[config.mk]
export PLATFORM = sky130hd
export DESIGN_NAME = pipelined_sum_tree
export DESIGN_NICKNAME = d
export VERILOG_FILES = /design/src/rtl/sum_tree_pkg.sv /design/src/rtl/sum_tree_level.sv /design/src/rtl/pipelined_sum_tree.sv
export SDC_FILE = /design/constraint.sdc
export NUM_CORES = 1
export LEC_CHECK = 0
export CORE_ASPECT_RATIO = 0.9
export CORE_MARGIN = 2
export CORE_UTILIZATION = 51
export DETAILED_ROUTE_END_ITERATION = 8
export PLACE_DENSITY = 0.78
export REMOVE_ABC_BUFFERS = 1
export SKIP_LAST_GASP = 1
export SYNTH_ARGS = -nofsm -noshare
export SYNTH_HDL_FRONTEND = slang
export SYNTH_SLANG_ARGS = --single-unit
[constraint.sdc]
create_clock -name clk -period 2.85 [get_ports clk]
set_input_delay 0.285 -clock clk [delete_from_list [all_inputs] [get_ports clk]]
set_output_delay 0.285 -clock clk [all_outputs]
set_load 0.05 [all_outputs]
[src/rtl/sum_tree_pkg.sv]
// Shared types and elaboration helpers for the pipelined multi-operand adder.
package sum_tree_pkg;

  localparam int EXT_MAX_W = 128;

  typedef struct packed {
    logic acc;
    logic clr;
    logic valid;
  } beat_ctrl_t;

  function automatic int sum_levels(input int n);
    return (n <= 2) ? 1 : $clog2(n);
  endfunction

  // Number of partial sums left after lvl pairwise reductions of n operands.
  function automatic int level_count(input int n, input int lvl);
    return (n + (1 << lvl) - 1) >> lvl;
  endfunction

  function automatic logic [EXT_MAX_W-1:0] ext_operand(input logic [EXT_MAX_W-1:0] op,
                                                       input int in_w,
                                                       input bit is_signed);
    logic [EXT_MAX_W-1:0] res;
    logic fill;
    res  = '0;
    fill = 1'b0;
    for (int i = 0; i < EXT_MAX_W; i++) begin
      if (i == in_w - 1) fill = is_signed & op[i];
    end
    for (int i = 0; i < EXT_MAX_W; i++) begin
      res[i] = (i < in_w) ? op[i] : fill;
    end
    return res;
  endfunction

endpackage

[src/rtl/sum_tree_level.sv]
// One registered pairwise-reduction level; an odd leftover operand is carried through unchanged.
module sum_tree_level
  import sum_tree_pkg::*;
#(
  parameter int N_IN = 2,
  parameter int W    = 64
) (
  input  logic                            clk,
  input  logic                            rst,
  input  logic                            en,
  input  beat_ctrl_t                      ctrl_in,
  input  logic [N_IN*W-1:0]               data_in,
  output beat_ctrl_t                      ctrl_out,
  output logic [((N_IN+1)/2)*W-1:0]       data_out
);

  localparam int N_OUT = (N_IN + 1) / 2;

  logic [N_OUT*W-1:0] sums;

  for (genvar j = 0; j < N_OUT; j++) begin : g_pair
    if (2 * j + 1 < N_IN) begin : g_add
      assign sums[j*W +: W] = data_in[2*j*W +: W] + data_in[(2*j+1)*W +: W];
    end else begin : g_pass
      assign sums[j*W +: W] = data_in[2*j*W +: W];
    end
  end

  always_ff @(posedge clk) begin
    if (rst) begin
      ctrl_out <= '0;
      data_out <= '0;
    end else if (en) begin
      ctrl_out <= ctrl_in;
      data_out <= sums;
    end
  end

endmodule

[src/rtl/pipelined_sum_tree.sv]
// Pipelined multi-operand adder: registered binary reduction tree followed by an
// output stage that either passes the tree sum or accumulates it with overflow reporting.
module pipelined_sum_tree
  import sum_tree_pkg::*;
#(
  parameter int NUM_OPS = 5,
  parameter int IN_W    = 32,
  parameter int OUT_W   = 64,
  parameter int SIGNED  = 0
) (
  input  logic                    clk,
  input  logic                    rst,
  input  logic                    in_valid,
  output logic                    in_ready,
  input  logic [NUM_OPS*IN_W-1:0] in_data,
  input  logic                    in_acc,
  input  logic                    in_clr,
  output logic                    out_valid,
  input  logic                    out_ready,
  output logic [OUT_W-1:0]        out_data,
  output logic                    out_ovf
);

  localparam int LEVELS = sum_levels(NUM_OPS);

  if (OUT_W < IN_W + $clog2(NUM_OPS) || OUT_W > EXT_MAX_W || IN_W > EXT_MAX_W) begin : g_width_check
    $error("pipelined_sum_tree: OUT_W too narrow for NUM_OPS operands of IN_W bits");
  end

  logic                      stall;
  logic                      en;
  beat_ctrl_t                in_ctrl;
  logic [NUM_OPS*OUT_W-1:0]  ext_data;
  logic [OUT_W-1:0]          tree_sum;
  beat_ctrl_t                tree_ctrl;
  logic [OUT_W:0]            acc_full;
  logic                      acc_ovf;

  // Every register in the block freezes together while the output beat is held.
  assign stall    = out_valid & ~out_ready;
  assign en       = ~stall;
  assign in_ready = rst | ~stall;
  assign in_ctrl  = '{acc: in_acc, clr: in_clr, valid: in_valid};

  for (genvar k = 0; k < NUM_OPS; k++) begin : g_ext
    assign ext_data[k*OUT_W +: OUT_W] =
      OUT_W'(ext_operand(EXT_MAX_W'(in_data[k*IN_W +: IN_W]), IN_W, SIGNED != 0));
  end

  for (genvar l = 0; l < LEVELS; l++) begin : g_lvl
    localparam int N_IN  = level_count(NUM_OPS, l);
    localparam int N_OUT = level_count(NUM_OPS, l + 1);

    logic [N_IN*OUT_W-1:0]  d_in;
    logic [N_OUT*OUT_W-1:0] d_out;
    beat_ctrl_t             c_in;
    beat_ctrl_t             c_out;

    if (l == 0) begin : g_first
      assign d_in = ext_data;
      assign c_in = in_ctrl;
    end else begin : g_next
      assign d_in = g_lvl[l-1].d_out;
      assign c_in = g_lvl[l-1].c_out;
    end

    sum_tree_level #(
      .N_IN (N_IN),
      .W    (OUT_W)
    ) u_level (
      .clk      (clk),
      .rst      (rst),
      .en       (en),
      .ctrl_in  (c_in),
      .data_in  (d_in),
      .ctrl_out (c_out),
      .data_out (d_out)
    );
  end

  assign tree_sum  = g_lvl[LEVELS-1].d_out;
  assign tree_ctrl = g_lvl[LEVELS-1].c_out;

  assign acc_full = {1'b0, out_data} + {1'b0, tree_sum};
  assign acc_ovf  = (SIGNED != 0)
                  ? ((out_data[OUT_W-1] == tree_sum[OUT_W-1]) &&
                     (acc_full[OUT_W-1] != out_data[OUT_W-1]))
                  : acc_full[OUT_W];

  // out_data doubles as the accumulator, so bubbles leave it untouched.
  always_ff @(posedge clk) begin
    if (rst) begin
      out_valid <= 1'b0;
      out_data  <= '0;
      out_ovf   <= 1'b0;
    end else if (en) begin
      out_valid <= tree_ctrl.valid;
      if (tree_ctrl.valid) begin
        if (tree_ctrl.clr || !tree_ctrl.acc) begin
          out_data <= tree_sum;
          out_ovf  <= 1'b0;
        end else begin
          out_data <= acc_full[OUT_W-1:0];
          out_ovf  <= acc_ovf;
        end
      end
    end
  end

endmodule

# Word level (Yosys, flattened, before mapping)
# Index checks and enable logic that the tools add are counted.
[classes] n_reduce_logical=3 mux=2 add_sub_neg=5 n_bitwise=4
[ops] operator="32-bit by 32-bit adder with 33-bit output" count=2
[ops] operator="64-bit by 64-bit adder with 65-bit output" count=1
[ops] operator="64-bit by 32-bit adder with 64-bit output" count=1
[ops] operator="64-bit adder" count=1
[ops] operator="64-bit 2-to-1 mux" count=1
[ops] operator="1-bit inverter" count=2
[ops] operator="2-bit AND reduction" count=1
[ops] operator="1-bit bitwise AND" count=1
[ops] operator="1-bit zero test" count=1
[ops] operator="1-bit logical OR" count=1
[ops] operator="1-bit 2-to-1 mux" count=1
[ops] operator="1-bit OR" count=1
[totals] input_bits=166 wordCells=29 output_inout_bits=67 ff_bits=395

# Depth between registers and ports, before layout
[logic_depth] word_depth=4 ltp_mapped=13 ltp_nobuf=12

# By module
# From an unflattened synthesis, not the netlist that was laid out.
[hier_totals] hier_cells=4411 hier_area_um2=34829.7
[by_module_without_submodules] mod="sum_tree_level at g_lvl[0].u_level" seq_area_each_um2=3903.7 cells_each=1736 area_each_um2=13969.6 instances=1
[by_module_without_submodules] mod="sum_tree_level at g_lvl[1].u_level" seq_area_each_um2=2622.5 cells_each=990 area_each_um2=8277.9 instances=1
[by_module_without_submodules] mod="pipelined_sum_tree" seq_area_each_um2=1321.3 cells_each=905 area_each_um2=6516.2 instances=1
[by_module_without_submodules] mod="sum_tree_level at g_lvl[2].u_level" seq_area_each_um2=1341.3 cells_each=780 area_each_um2=6065.8 instances=1

# Worst setup path after synthesis
# No wires, ideal clock.
[synth_path] path_kind="reg2reg" from="register out_data[4]" to="register out_data[31]" arrival_ps=2986 n_path_buf=0 slack_ps=-239 required_time_ps=2747 period_less_slack_ps=3089 setup_time_ps=103 path_stages_with_launch=11 cell_sequence="dfxtp_1 -> ha_1 -> and3_1 -> a2111oi_4 -> and4b_1 -> o31ai_4 -> a21oi_1 -> a31oi_1 -> a31o_1 -> xnor2_1 -> a2111oi_2"
[synth_between] elab_chain_len=2
[synth_lines] item="start: declaration" line_no="pipelined_sum_tree.sv:20" rtl="output logic [OUT_W-1:0] out_data,"
[synth_lines] item="start signal: assignment" line_no="pipelined_sum_tree.sv:100" rtl="out_data <= tree_sum;"
[synth_lines] item="start signal: assignment" line_no="pipelined_sum_tree.sv:103" rtl="out_data <= acc_full[OUT_W-1:0];"
[synth_lines] item="64-bit by 64-bit adder with 65-bit output" line_no="pipelined_sum_tree.sv:84" rtl="assign acc_full = {1'b0, out_data} + {1'b0, tree_sum};"
[synth_lines] item="64-bit 2-to-1 mux" line_no="pipelined_sum_tree.sv:99" rtl="if (tree_ctrl.clr || !tree_ctrl.acc) begin"
# No other way between the ends.
# A chain may end at the register's enable or synchronous reset.

# Final worst setup path
[layout_path] from="register out_data[7]" to="register out_data[61]"
# The elaborated chain is that of the path after synthesis.

==> impl_metrics.env <==
export IMPL_status="finished, violations left"
export IMPL_violations="setup timing"
export IMPL_relSlewSlack_pct=40.2
export IMPL_drc=0
export IMPL_cts_tree="yes"
export IMPL_drive_gt1_share_pct=15.4
export IMPL_track_usage_pct=26.8
export IMPL_drt_wl_total_mm=52.1
export IMPL_fin_crit_sh_pct=101
export IMPL_period_needed_ns=2.89
export IMPL_core_um2=34200
export IMPL_grt_ovfl_total=0
export IMPL_insertion_delay_ns=0.57
export IMPL_antenna_found_initial=0
export IMPL_hp_class="primary input to flip-flop"
export IMPL_max_stage_delay_ns=0.46
export IMPL_p_leak_nw=10.2
export IMPL_grt_max_degree=98
export IMPL_rsz0062_at_grt="yes"
export IMPL_htreeDepth=1
export IMPL_wire_per_inst_um=16.3
export IMPL_max_freq_mhz=347
export IMPL_yosysWarnings=0
export IMPL_reg2reg_to="out_data[61]"
export IMPL_max_cap_violations=0
export IMPL_syn_inst=2297
export IMPL_synth_area_um2=17800
export IMPL_crit_buf_inv=3
export IMPL_hold_end="g_lvl[0].u_level.data_out[90]"
export IMPL_synth_seq_area_share_pct=30.9
export IMPL_ys_ff_latch=274
export IMPL_cp_top_family="simple AND/OR/NAND/NOR gates"
export IMPL_grt_pass1_vias=17400
export IMPL_rows=64
export IMPL_crit_path_cell_trace="ha_4 -> buf_6 -> nand3_2 -> and4b_2 -> o31ai_4 -> a211oi_4 -> buf_6 -> nor2_4 -> a41oi_2 -> buf_6 -> or4_1 -> nand2_1"
export IMPL_avgSynthCellArea_um2=7.74
export IMPL_startpoint="out_data[7]"
export IMPL_cellPowerDensity_nw_per_um2=513
export IMPL_tightestPinTransition_ns=0.897
export IMPL_fin_hold_ws_ns=0.112
export IMPL_cp_data_arrival_time_ns=3.39
export IMPL_grt_pass1_wl_mm=83.1
export IMPL_final_util_pct=69.6
export IMPL_synth_edf_count=0
export IMPL_dieHeight_um=181
export IMPL_ios=233
export IMPL_ys_flop_type="dfxtp_1"
export IMPL_crit_reg2reg_launch="out_data[7]"
export IMPL_synth_distinct_cells=75
export IMPL_hold_buffers=0
export IMPL_antenna_left=0
export IMPL_finalClockSkew_ns=0.0213
export IMPL_first_iter_violations=1267
export IMPL_fin_ws_ns=-0.0360
export IMPL_drt_pass1_iterations=5
export IMPL_crit_type="flip-flop to flip-flop"
export IMPL_antenna_cells=0
export IMPL_finalHoldViolCount=0
export IMPL_die_w_um=201
export IMPL_cts_buffer_depth=3
export IMPL_dp_hpwl_mm=38.4
export IMPL_max_vdd_ir_drop_uv=365
export IMPL_setup_viol=1
export IMPL_r2r_cells=12
export IMPL_area_growth_pct=33.8
export IMPL_slowest_stage="o31ai_4"
export IMPL_start_util_pct=52.0
export IMPL_clk_pin_slew_ns=0.06
export IMPL_crit_path_frequent_cell="buf_6"
export IMPL_worstHoldPathCells=2
export IMPL_worst_ep_required_time_ns=3.36
export IMPL_die_area_um2=36400
export IMPL_endpoint_kind="flip-flop"
export IMPL_cts_sinks=274
export IMPL_root_buffer="clkbuf_16"
export IMPL_final_max_slew_viol_count=0
export IMPL_worstHoldStart="rst"
export IMPL_setup_tns_ns=-0.0360
export IMPL_cts_inserted_buffers=31
export IMPL_final_net_count=3044
export IMPL_place_congestion=0.917
export IMPL_vias=18200
export IMPL_crit_fanout=8
export IMPL_r2r_setup_slack_ns=-0.04
export IMPL_io_buffer_count=232
export IMPL_worst_setup_path_start_kind="flip-flop"
export IMPL_async_reset_ff_share_pct=0
export IMPL_via_per_inst=5.68
==> per-layer routing <==
layer / routed length [µm] / global-route usage (%) / vias up / share of wire, %
met3: 2450 / 2.71 / 84 / 4.7
met5: 0 / 0 / - / 0
met2: 24700 / 47.2 / 534 / 48
li1: - / - / 9140 / -
met1: 23800 / 35.1 / 8398 / 46
met4: 1050 / 7.14 / 0 / 2.0
==> report_power, final <==
part	internal (mW)	total [mW]	switching, mW
registers	4.21	4.49	0.279
clock network	2.45	4.10	1.65
logic	1.75	3.62	1.87
==> per-stage QoR <==
| step | power [mW] | setup WS [ns] | instance area (µm²) | std cells |
|---|---|---|---|---|
| 2_1_floorplan | 6.67 | -5.33 | 17400 | 2191 |
| 3_3_place_gp | 7.90 | -0.642 | 22100 | 3113 |
| 3_5_place_dp | 7.98 | -0.668 | 22100 | 3113 |
| 4_1_cts | 12.1 | -0.00790 | 23300 | 3175 |
| 5_1_grt | 12.9 | -0.101 | 23800 | 3196 |
| 6_report | 12.2 | -0.0360 | 23800 | 3196 |
==> state kept, by name, indices dropped and copies added (netlist names) <==
register,cells
g_lvl.u_level.data_out,199
out_data,64
out_valid,1
out_ovf,1
g_lvl.u_level.ctrl_out,9
==> synthesized netlist by cell type, types with 5 or more instances <==
master / instances / area, µm²
nand2_1: 434 / 1630
o31ai_1: 15 / 113
nand4_1: 18 / 113
or4_1: 20 / 150
ha_1: 164 / 2050
or2_2: 5 / 31.3
inv_1: 41 / 154
a21oi_1: 305 / 1530
a31oi_1: 32 / 200
xor2_1: 56 / 490
o2111ai_1: 7 / 61.3
nand3b_1: 7 / 52.6
a22o_1: 5 / 43.8
o21ai_1: 25 / 125
o21a_1: 17 / 128
dfxtp_1: 274 / 5490
fa_1: 5 / 100
a221o_1: 5 / 50.1
and4_1: 13 / 114
and2_1: 19 / 119
a211oi_1: 38 / 285
nor2_1: 120 / 450
a311oi_1: 18 / 158
o21bai_1: 18 / 135
nand3_1: 66 / 330
o211ai_1: 25 / 188
nor2b_1: 16 / 100
a21boi_0: 6 / 45.0
nand2b_1: 14 / 87.6
and3_1: 26 / 163
or3_1: 20 / 125
mux2i_1: 5 / 50.1
buf_1: 10 / 37.5
nor3_1: 31 / 155
a21o_1: 65 / 488
clkbuf_1: 94 / 353
o21ai_0: 109 / 546
xnor2_1: 73 / 639
a2111oi_0: 7 / 61.3
==> how the worst max path moves through the flow <==
stage | end | slack, ns | depth (start not counted)
global placement | g_lvl[0].u_level.data_out[31] | -0.64 | 13
global route | out_data[61] | -0.10 | 12
CTS | out_data[46] | -0.008 | 12
detailed placement | g_lvl[0].u_level.data_out[94] | -0.67 | 12
floorplan | g_lvl[2].u_level.data_out[31] | -5.33 | 6
finish | out_data[61] | -0.04 | 12
==> layout make-up <==
class	count	area (µm²)
multi-input combinational	1875	12200
fill	2820	10400
sequential	274	5510
timing repair buffer	485	4290
clock buffer	40	880
tap	462	578
clock inverter	18	193
inverter	42	158
==> kinds of logic after synthesis <==
group / Yosys count / share of synthesized area, %
buf+inv: 148 / 3.14
compound gates: 745 / 26.1
fa+ha+maj: 169 / 12.1
simple gates: 827 / 21.2
xor+xnor: 129 / 6.36
mux: 5 / 0.282
flops: 274 / 30.9
==> cells in the final DEF (no fill, tap or decap), drive strengths merged, types with 9 or more instances in the layout <==
cell             n
nand3           66
nor2b           16
clkdlybuf4s50  230
nand2b          14
a21oi          305
and2            19
o21bai          18
buf            254
a211oi          39
nand2          434
o21ai          134
a21o            65
a311oi          18
inv             43
o211ai          25
and3            26
nor3            32
xor2            56
or4             20
o21a            17
a2111oi         10
dfxtp          274
a31oi           32
clkinv           9
xnor2           73
and4            13
ha             164
nor2           120
clkbuf          41
o31ai           17
nand4           18
or3             20
==> repair_timing <==
action	CTS	global route
resized for setup	30	77
setup buffers	4	22
endpoints found under the setup margin	29	56
pin swaps	14	49
Power figures use the tool's default switching activity.
==> variant (config.mk and constraints unchanged) <==
`OUT_W`: 64 -> 128.
--- a/src/rtl/pipelined_sum_tree.sv
+++ b/src/rtl/pipelined_sum_tree.sv
@@ -7,3 +7,3 @@
   parameter int IN_W    = 32,
-  parameter int OUT_W   = 64,
+  parameter int OUT_W   = 128,
   parameter int SIGNED  = 0
Interface: changed (resized out_data); port bits go from 233 to 297. No check against the original RTL was run, so the function may have changed too.
==> variant against the unedited design <==
  * Setup slack got worse by 0.34 ns
  * Clock power rose by 30%
  * Wire length rose by 40%
  * Clock skew rose by 0.0066 ns
  * The run still ends with setup timing left
  * Synthesized area rose by 17%
  * Sequential cell count rose by 64
  * Power rose by 23%
  * Cell area rose by 31%
  * Critical path type unchanged
==> variant: results (changes against the unedited design) <==
stage;metric;value;unit;change
global_routing;first-pass GRT wire length;114;mm;+37%
place;I/O Buffers;296;;+28%
clock_network;Num CTS Buffers;38;;+23%
place;Routability Congestion;0.971;;+5.9%
logic_synthesis;synth top area cells;dfxtp_1 33%, ha_1 9.9%, nand2_1 8.0%;;
critical_path;Top delay family on crit path;compound AO/OA/AOI/OAI gates;;
logic_synthesis;adder-cell area share of the yosys netlist;10.4;%;-1.7 points
route;DRT Pass-1 Iters;8;;+3
sta;final setup margin;-0.381;ns;-0.345 ns
critical_path;worst-path cell with the longest stage delay;a2111oi_4;;
logic_synthesis;Compound-Gate Fraction of Synth Area;22.9;%;-3.2 points
critical_path;Crit path largest cell delay;0.45;ns;
power_and_ir_drop;Lkg Pwr;13.6;nW;+33%
route;routed vias/inst;5.87;;+3.3%
logic_synthesis;Synth Flop Type;dfxtp_1;;
global_routing;initial antenna violation count;2;;+2
clock_network;H-tree lvl count;2;;+1
logic_synthesis;Commonest cells post-synth;441 x nand2_1, 338 x dfxtp_1, 297 x a21oi_1;;
route;drt total wl;72.9;mm;+40%
logic_synthesis;Ys Warns;0;;unchanged
clock_network;Max clock buf depth;3;;unchanged
logic_synthesis;Seq/Total Area, Yosys;32.6;%;+1.7 points
sta;Max-slew headroom;39.8;%;-0.35 points
outcome;status;complete, but fails checks;;
logic_synthesis;mux cell area share after synthesis;0.157;%;-0.12 points
place;HPWL Detailed;50.6;mm;+32%
critical_path;Crit Path Max Fanout;6;;-2
sta;final hold viol count;0;;unchanged
global_routing;vias in the first global route;22700;;+30%
sta;worst clock skew;0.0279;ns;+0.00662 ns
finish;share of cells above drive strength 1;25.0;%;+9.5 points
finish;Final Net Count;3710;;+22%
critical_path;worst path arrival time;3.65;ns;+0.26 ns
power_and_ir_drop;internal power;10.5;mW;+25%
outcome;failing checks;setup timing;;
worst_hold_path;HP Class;input pin to flip-flop;;
logic_synthesis;synth unique cells;76;;+1.3%
power_and_ir_drop;peak supply drop;0.383;mV;+4.9%
clock_network;CTS root buf;clkbuf_16;;
sta;number of setup violations in the final report;109;;+108
clock_network;Worst-Skew Late Latency;0.56;ns;
clock_network;clk slew on worst S/H paths;0.06;ns;about the same
route;Starting DRT DRC Count;1843;;+45%
global_routing;GRT Total Usage;32.3;%;+5.5 points
finish;top flop regs;g_lvl.u_level.data_out x199, out_data x128, g_lvl.u_level.ctrl_out x9;;
logic_synthesis;xor/xnor share of the synthesized area;8.73;%;+2.4 points
logic_synthesis;async set or reset register ratio after synthesis;0;%;unchanged
global_routing;pin count of the biggest net entering global routing;176;;+80%
[variant: changes by cell type in the layout (fill, tap and decap cells not counted), moves of 27 or more]
cell             unedited run  this run
xnor2_1                    73       135
nand4_1                    18        45
o21ai_0                   107        72
a22o_1                      5        40
a21o_1                     65        94
buf_6                       7        37
clkdlybuf4s50_1           230       294
a21oi_1                   291       264
buf_4                     242       461
nor2_1                    117       201
dfxtp_1                   258       318
[variant: final timing paths]
| kind | from | to | slack, ns | cells after the start |
|---|---|---|---|---|
| max | g_lvl[2].u_level.data_out[0] | out_data[98] | -0.38 | 14 |
| min | rst | g_lvl[0].u_level.data_out[132] | 0.15 | 2 |
| min reg2reg | g_lvl[0].u_level.data_out[261] | g_lvl[1].u_level.data_out[133] | 0.44 | 2 |
| max reg2reg | g_lvl[2].u_level.data_out[0] | out_data[98] | -0.38 | 14 |
[variant: final cells by class]
| type | instances | area, um^2 |
|---|---|---|
| well taps | 540 | 676 |
| fillers | 2741 | 9140 |
| clock inverters | 15 | 229 |
| multi-input cells | 2148 | 15100 |
| repair buffers | 808 | 7130 |
| diodes | 1 | 2.50 |
| clock buffers | 53 | 1140 |
| inverters | 41 | 154 |
| flip-flops and latches | 338 | 6800 |
[variant: metrics by stage]
| step | setup WS (ns) | util, % | setup TNS (ns) | instances | area [um^2] |
|---|---|---|---|---|---|
| final | -0.381 | 77.4 | -18.09 | 3944 | 31200 |
| after floorplan | -7.53 | - | -1597.30 | 2527 | 20300 |
| after CTS | -0.285 | 74.7 | -10.07 | 3913 | 30200 |
| after detailed placement | -0.912 | 67.9 | -94.99 | 3804 | 27400 |
| after global routing | -0.489 | 77.3 | -31.94 | 3943 | 31200 |
| after global placement | -0.833 | 67.9 | -76.44 | 3804 | 27400 |
[variant: cell families after synthesis]
group	Yosys count
flops	338
compound gates	757
xor+xnor	207
buf+inv	156
mux	3
fa+ha+maj	169
simple gates	1012
[variant: power by group through the flow]
stage	Sequential, mW	Clock [mW]	Combinational, mW
floorplan	5.44	0	2.19
global placement	5.43	0	3.66
detailed placement	5.45	0	3.77
CTS	5.38	5.37	4.00
global route	5.42	5.56	4.65
finish	5.38	5.35	4.29
[variant: what timing repair did]
item                       in CTS  in global routing
setup endpoints to repair     163                161
gates cloned                    1                  0
resized for setup             230                185
buffers inserted               43                 37
hold buffers                    0                  0
pin swaps                     137                169
[variant: routing by layer]
layer	vias to the layer above	wire length (um)	track usage (%)
met3	192	4830	4.42
met4	2	2130	10.7
met2	940	35700	57.0
li1	11000	-	-
met5	-	13	0
met1	11000	30200	40.6
